## config.mk

```make
export PLATFORM = sky130hd
export DESIGN_NAME = counter_down_timer
export DESIGN_NICKNAME = d
export VERILOG_FILES = /design/src/rtl/counter_down_timer.sv
export SDC_FILE = /design/constraint.sdc
export NUM_CORES = 1
export LEC_CHECK = 0
export ABC_AREA = 1
export CAP_MARGIN = 20
export CORE_ASPECT_RATIO = 0.75
export CORE_MARGIN = 2
export CORE_UTILIZATION = 45
export DETAILED_ROUTE_END_ITERATION = 8
export HOLD_SLACK_MARGIN = 0.02
export PLACE_DENSITY = 0.76
export SLEW_MARGIN = 20
export SYNTH_ARGS = -nofsm -noshare
export SYNTH_HDL_FRONTEND = slang
export SYNTH_SLANG_ARGS = --single-unit
```

## constraint.sdc

```tcl
create_clock -name Clk -period 1.3 [get_ports Clk]
set_input_delay 0.325 -clock Clk [delete_from_list [all_inputs] [get_ports Clk]]
set_output_delay 0.325 -clock Clk [all_outputs]
set_load 0.01 [all_outputs]
```

## src/rtl/counter_down_timer.sv

```systemverilog
// Loadable down-counter/timer with one-shot and auto-reload modes.
// A load captures a start value; each enabled cycle in RUN decrements the
// count, and reaching zero raises a one-cycle terminal-count pulse. In
// auto-reload mode the terminal step reloads the last loaded value instead.
module counter_down_timer #(
    parameter int WIDTH = 8
) (
    input  logic             Clk,
    input  logic             Clr,
    input  logic             Enable,
    input  logic             Load,
    input  logic [WIDTH-1:0] Data,
    input  logic             AutoReload,
    output logic [WIDTH-1:0] Q,
    output logic             Busy,
    output logic             Done,
    output logic             Tc
);

    typedef enum logic [1:0] {
        IDLE = 2'd0,
        RUN  = 2'd1,
        DONE = 2'd2
    } state_t;

    localparam logic [WIDTH-1:0] ONE  = WIDTH'(1);
    localparam logic [WIDTH-1:0] ZERO = '0;

    state_t           r_state;
    state_t           w_nextState;
    logic [WIDTH-1:0] r_count;
    logic [WIDTH-1:0] w_nextCount;
    logic [WIDTH-1:0] r_reload;
    logic [WIDTH-1:0] w_nextReload;
    logic             r_tc;
    logic             w_nextTc;

    // State, count, reload value and terminal pulse all register together; Clr clears everything at once
    always_ff @(posedge Clk or posedge Clr) begin
        if (Clr) begin
            r_state  <= IDLE;
            r_count  <= ZERO;
            r_reload <= ZERO;
            r_tc     <= 1'b0;
        end else begin
            r_state  <= w_nextState;
            r_count  <= w_nextCount;
            r_reload <= w_nextReload;
            r_tc     <= w_nextTc;
        end
    end

    // Next-state logic: a load overrides everything, otherwise RUN counts down and intercepts the step from 1
    always_comb begin
        w_nextState  = r_state;
        w_nextCount  = r_count;
        w_nextReload = r_reload;
        w_nextTc     = 1'b0;

        if (Load) begin
            w_nextCount  = Data;
            w_nextReload = Data;
            w_nextState  = (Data != ZERO) ? RUN : IDLE;
        end else begin
            case (r_state)
                RUN: begin
                    if (Enable) begin
                        if (r_count == ONE) begin
                            w_nextTc = 1'b1;
                            if (AutoReload) begin
                                w_nextCount = r_reload;
                            end else begin
                                w_nextCount = ZERO;
                                w_nextState = DONE;
                            end
                        end else begin
                            w_nextCount = r_count - ONE;
                        end
                    end
                end
                IDLE: begin
                    w_nextState = IDLE;
                end
                DONE: begin
                    w_nextState = DONE;
                end
                default: begin
                    w_nextState = IDLE;
                end
            endcase
        end
    end

    assign Q    = r_count;
    assign Busy = (r_state == RUN);
    assign Done = (r_state == DONE);
    assign Tc   = r_tc;

endmodule

```

# After elaboration in Yosys (flattened, before gate mapping)
# Index checks and enable logic that the tools add are counted.
[op_classes]
add_sub_neg = 1
n_mul = 0
div_mod_pow = 0
magnitude_cmp = 0
eq_ne = 6
shift = 0
n_mux = 15
bitwise_logic = 0
n_reduce_logical = 5
[ops]
columns = ["cell", "n"]
rows = [
  ["8-bit 2-to-1 mux", 5],
  ["8-bit by 1-bit equality test with 1-bit output, second input constant", 1],
  ["2-bit 2-to-1 mux", 4],
  ["8-bit nonzero test", 1],
  ["8-bit by 1-bit subtractor with 8-bit output, second input constant", 1],
  ["3-bit inequality test, second input constant", 2],
  ["1-bit 2-to-1 mux", 5],
  ["2-bit case mux with 2 select lines", 1],
  ["2-bit nonzero test", 2],
  ["3-bit by 2-bit inequality test with 1-bit output, second input constant", 1],
  ["3-bit AND reduction", 1],
  ["2-bit by 1-bit equality test with 1-bit output, second input constant", 1],
  ["2-bit equality test, second input constant", 1],
  ["2-bit AND reduction", 1],
]
[word_totals]
register_bits = 19
latch_bits = 0
mem_bits_rw = 0
rom_bits = 0
input_bits = 13
out_inout_bits = 11
mem_count = 0

# Depth between registers and ports, before layout
[depth]
depth_word = 5
ltp_mapped = 10
ltp_nobuf = 10

# Least setup slack after synthesis
# Ideal clock, no wire load.
[synth_timing]
path_kind = "flip-flop to flip-flop"
from = "register r_count[1] (netlist: Q[1])"
to = "register r_count[6] (netlist: Q[6])"
setup_time_ns = 0.117
arrival_ns = 1.292
required_ns = 1.183
slack_ns = -0.108
path_stages_with_launch = 11
cell_sequence = "dfrtp_1 inv_1 ha_1 nand2_1 nor2_4 nand2_4 buf_6 nand3_1 nand2_1 nand2_1 nand2_1"
[synth_via]
elab_chain_cells = 5
word_cells_on_any_way = 6
[synth_lines]
columns = ["element", "line", "source"]
rows = [
  ["from (decl)", "31", "logic [WIDTH-1:0] r_count;"],
  ["from (signal assigned)", "47", "r_count <= w_nextCount;"],
  ["8-bit by 1-bit subtractor with 8-bit output / 8-bit by 1-bit equality test with 1-bit output (equally long branches)", "77, 68", ""],
  ["8-bit 2-to-1 mux *", "68", "if (r_count == ONE) begin"],
  ["8-bit 2-to-1 mux *", "67", "if (Enable) begin"],
  ["8-bit 2-to-1 mux *", "65", "case (r_state)"],
  ["8-bit 2-to-1 mux *", "60", "if (Load) begin"],
]
# Mark *: on every way between the ends. The rest lies on a longest branch, timed or not. The select of a mux whose other input is x is not followed.
# A chain may end at the register's enable or synchronous reset.

# Worst setup path in the final report
[layout_timing]
from = "register r_count[1] (netlist: Q[1])"
to = "register r_count[0] (netlist: Q[0])"
[layout_via]
elab_chain_cells = 5
[layout_lines]
columns = ["element", "line"]
rows = [
  ["8-bit by 1-bit equality test with 1-bit output", "68"],
  ["8-bit 2-to-1 mux", "68"],
  ["8-bit 2-to-1 mux", "67"],
  ["8-bit 2-to-1 mux", "65"],
  ["8-bit 2-to-1 mux", "60"],
]
# Every way passes these cells. The select of a mux whose other input is x is not followed.

==> results.yml <==
run:
  drv_cap: 0
finish:
  layout-drive-gt1-share_pct: 37.16
  final_cells: 252
  seqCellArea_sq_um: 476.7
  multi_input_area_sq_um: 735.7
  final_cell_mix: "nand2_1, buf_4, dfrtp_1"
  antennaDiodeCount: 0
  layout.nets: 236
  fillCellCount: 148
  mostFrequentLayoutCell: "nand2_1"
  areaGrowthSynthToFinish_pct: 61.30
yosys:
  ys_warn_count: 0
  synth_compound_area_share_pct: 8.324
  ys_seq_elements: 19
  netlist_area_sq_um: 1157
  synth_top_family_by_area: "simple AND/OR/NAND/NOR gates"
  avgSynthCellArea_sq_um: 7.144
  yosys.area.top_type_share_pct: 41.08
  syn-instance-count: 162
  synthFlopType: "dfrtp_1"
  ys_seq_area_share_pct: 41.08
  async_reset_ff_share_pct: 100.0
  synthAdderAreaFrac_pct: 4.324
  synth.top_cells.by_area: "dfrtp_1, nand2_1, nand3_1"
  synthMuxAreaShare_pct: 0
  syn_nets: 179
  synth_edf_count: 0
  synth-simple-area-share_pct: 37.19
  synth.distinct_cells: 21
  synth-xor-area-share_pct: 0
  synth_area_leader_cell: "dfrtp_1"
timing:
  fin_ws_ns: -0.2123
  slew_headroom_pct: 82.72
  rsz0062_at_grt: "yes"
  max_freq_mhz: 661.2
  hold_slack_ns: 0.3171
  hold_viol: 0
  clock_skew_ns: 0.01013
  fin_crit_ns: 1.512
  worst_slew_pin_slew_ns: 0.2583
  min_period_over_period_pct: 116.3
  finalSetupViolCount: 14
  finalMaxSlewViolations: 0
placed_design:
  portBuffers: 23
  gp_congestion: 0.9051
  place_ws_ns: -0.1762
  dpl.hpwl_um: 2228
  dp_cells: 234
global_route:
  overflow: 0
  grt_usage_pct: 24.92
  antenna_found_initial: 0
  grt_pass1_wl_um: 5533
  grt_pass1_vias: 1193
  grt_max_degree: 20
cts:
  cts_sinks: 19
  root_buffer: "clkbuf_4"
  path_clk_slew_ns: 0.12
  cts_tree: "done"
  cts_buffers: 3
  htree_levels: 1
  clkLatencyLatePin_ns: 0.31
  clockBufferDepth: 2
floorplan:
  fp.dieW_um: 62.56
  fp.dieH_um: 47.92
  num_io_pins: 24
  die-area_sq_um: 2998
  core_region_area_sq_um: 2365
  initial_core_util_pct: 48.94
  rows: 15
worst_setup_path:
  required_ns: 1.55
  worstRegToRegCells: 10
  path_class: "reg -> reg"
  crit_path_end_kind: "flop"
  crit_fanout: 6
  cp.arrival_ns: 1.76
  startpoint_type: "flop"
status:
  outcome: "finished, violations left"
  failed_checks: "setup timing"
route:
  drc: 0
  routed_via_density: 5.345
  drt_pre_antenna_iters: 4
  wl_um: 3638
  wire_per_inst_um: 14.44
  drtAntennaViolNets: 0
  vias: 1347
  drt_iter0_drc: 159
min_path:
  hp-class: "in -> async"
power:
  p_leak_nw: 0.9419
  power_density_nw_per_um2: 1016
  ir_worst_vdd_v: 0.0006465
final cells by class:
type	instances	share of cell area, %
multi-input cells	118	39.41
repair buffers	54	26.41
flip-flops and latches	19	25.54
inverters	23	4.893
well taps	34	2.279
clock buffers	3	1.206
clock inverters	1	0.2681
worst max-delay path, stage by stage (launching register included):
cell,delay [ns]
dfrtp_1,0.40
buf_6,0.13
inv_6,0.06
ha_4,0.13
nand2_4,0.05
nor2_4,0.16
nand2_4,0.14
buf_6,0.15
o21ai_2,0.10
nand2_1,0.06
nand3_1,0.07
metrics by stage:
| stage | setup TNS (ns) | area, sq um | util (%) | total power, W |
|---|---|---|---|---|
| 6_report | -2.075 | 1867 | 78.94 | 0.001896 |
| 5_1_grt | -2.872 | 1867 | 78.94 | 0.001998 |
| 4_1_cts | -1.503 | 1777 | 75.13 | 0.001771 |
| 3_5_place_dp | -1.899 | 1568 | 66.30 | 0.001363 |
| 3_3_place_gp | -1.600 | 1568 | 66.30 | 0.001348 |
| 2_1_floorplan | -0.1186 | 1179 | - | 0.001061 |
report_power, final:
group | internal (W) | leakage, nW | switching, W | total [W]
clock | 0.000115 | 0.0177 | 0.000193 | 0.000308
sequential | 0.000658 | 0.232 | 0.0000486 | 0.000707
combinational | 0.000417 | 0.692 | 0.000464 | 0.000882
synth_stat cells, types with 2 or more instances:
library cell and count:
clkbuf_1 2, dfrtp_1 19, ha_1 4, inv_1 19, inv_2 4, nand2_1 55
nand2_4 2, nand3_1 20, nor2_1 14, o211ai_1 2, o21ai_0 9, o21ai_1 2
o22ai_1 2
state kept, by name, summed over array words and instances, names as in the netlist:
signal / flops
r_reload: 8
Q: 8
Tc: 1
r_state: 2
per-layer routing:
| metal | share of wire, % | track usage, % | wire, um | vias up |
|---|---|---|---|---|
| met1 | 41 | 31.44 | 1506 | 641 |
| met4 | 1.9 | 12.00 | 69 | 0 |
| met5 | 0 | 0 | 0 | - |
| met3 | 7.2 | 3.059 | 261 | 8 |
| li1 | - | - | - | 626 |
| met2 | 49 | 44.95 | 1800 | 72 |
cells by family (layout without fill, tap and decap cells):
kind of cell | count (synthesis) | after routing
AND/OR/NAND/NOR | 96 | 97
AO/OA/AOI/OAI | 17 | 17
buffers and inverters | 26 | 81
flip-flops | 19 | 19
adder cells (fa/ha/maj) | 4 | 4
worst paths after layout:
| check | endpoint | slack (ns) | start |
|---|---|---|---|
| max | Q[0] | -0.21 | Q[1] |
| min | r_reload[6] | 0.32 | Clr |
| max reg2reg | Q[0] | -0.21 | Q[1] |
| min reg2reg | r_reload[0] | 0.49 | r_reload[0] |
| max in group asynchronous | Q[0] | 0.77 | Clr |
| min in group Clk | r_reload[0] | 0.49 | r_reload[0] |
repair_timing:
action,in CTS,in global routing
pin swaps,9,7
hold endpoints to repair,0,0
setup endpoints to repair,20,18
hold buffers,0,0
setup buffers,11,2
cloned,1,0
resized for setup,53,23
(Power assumes the default switching activity.)
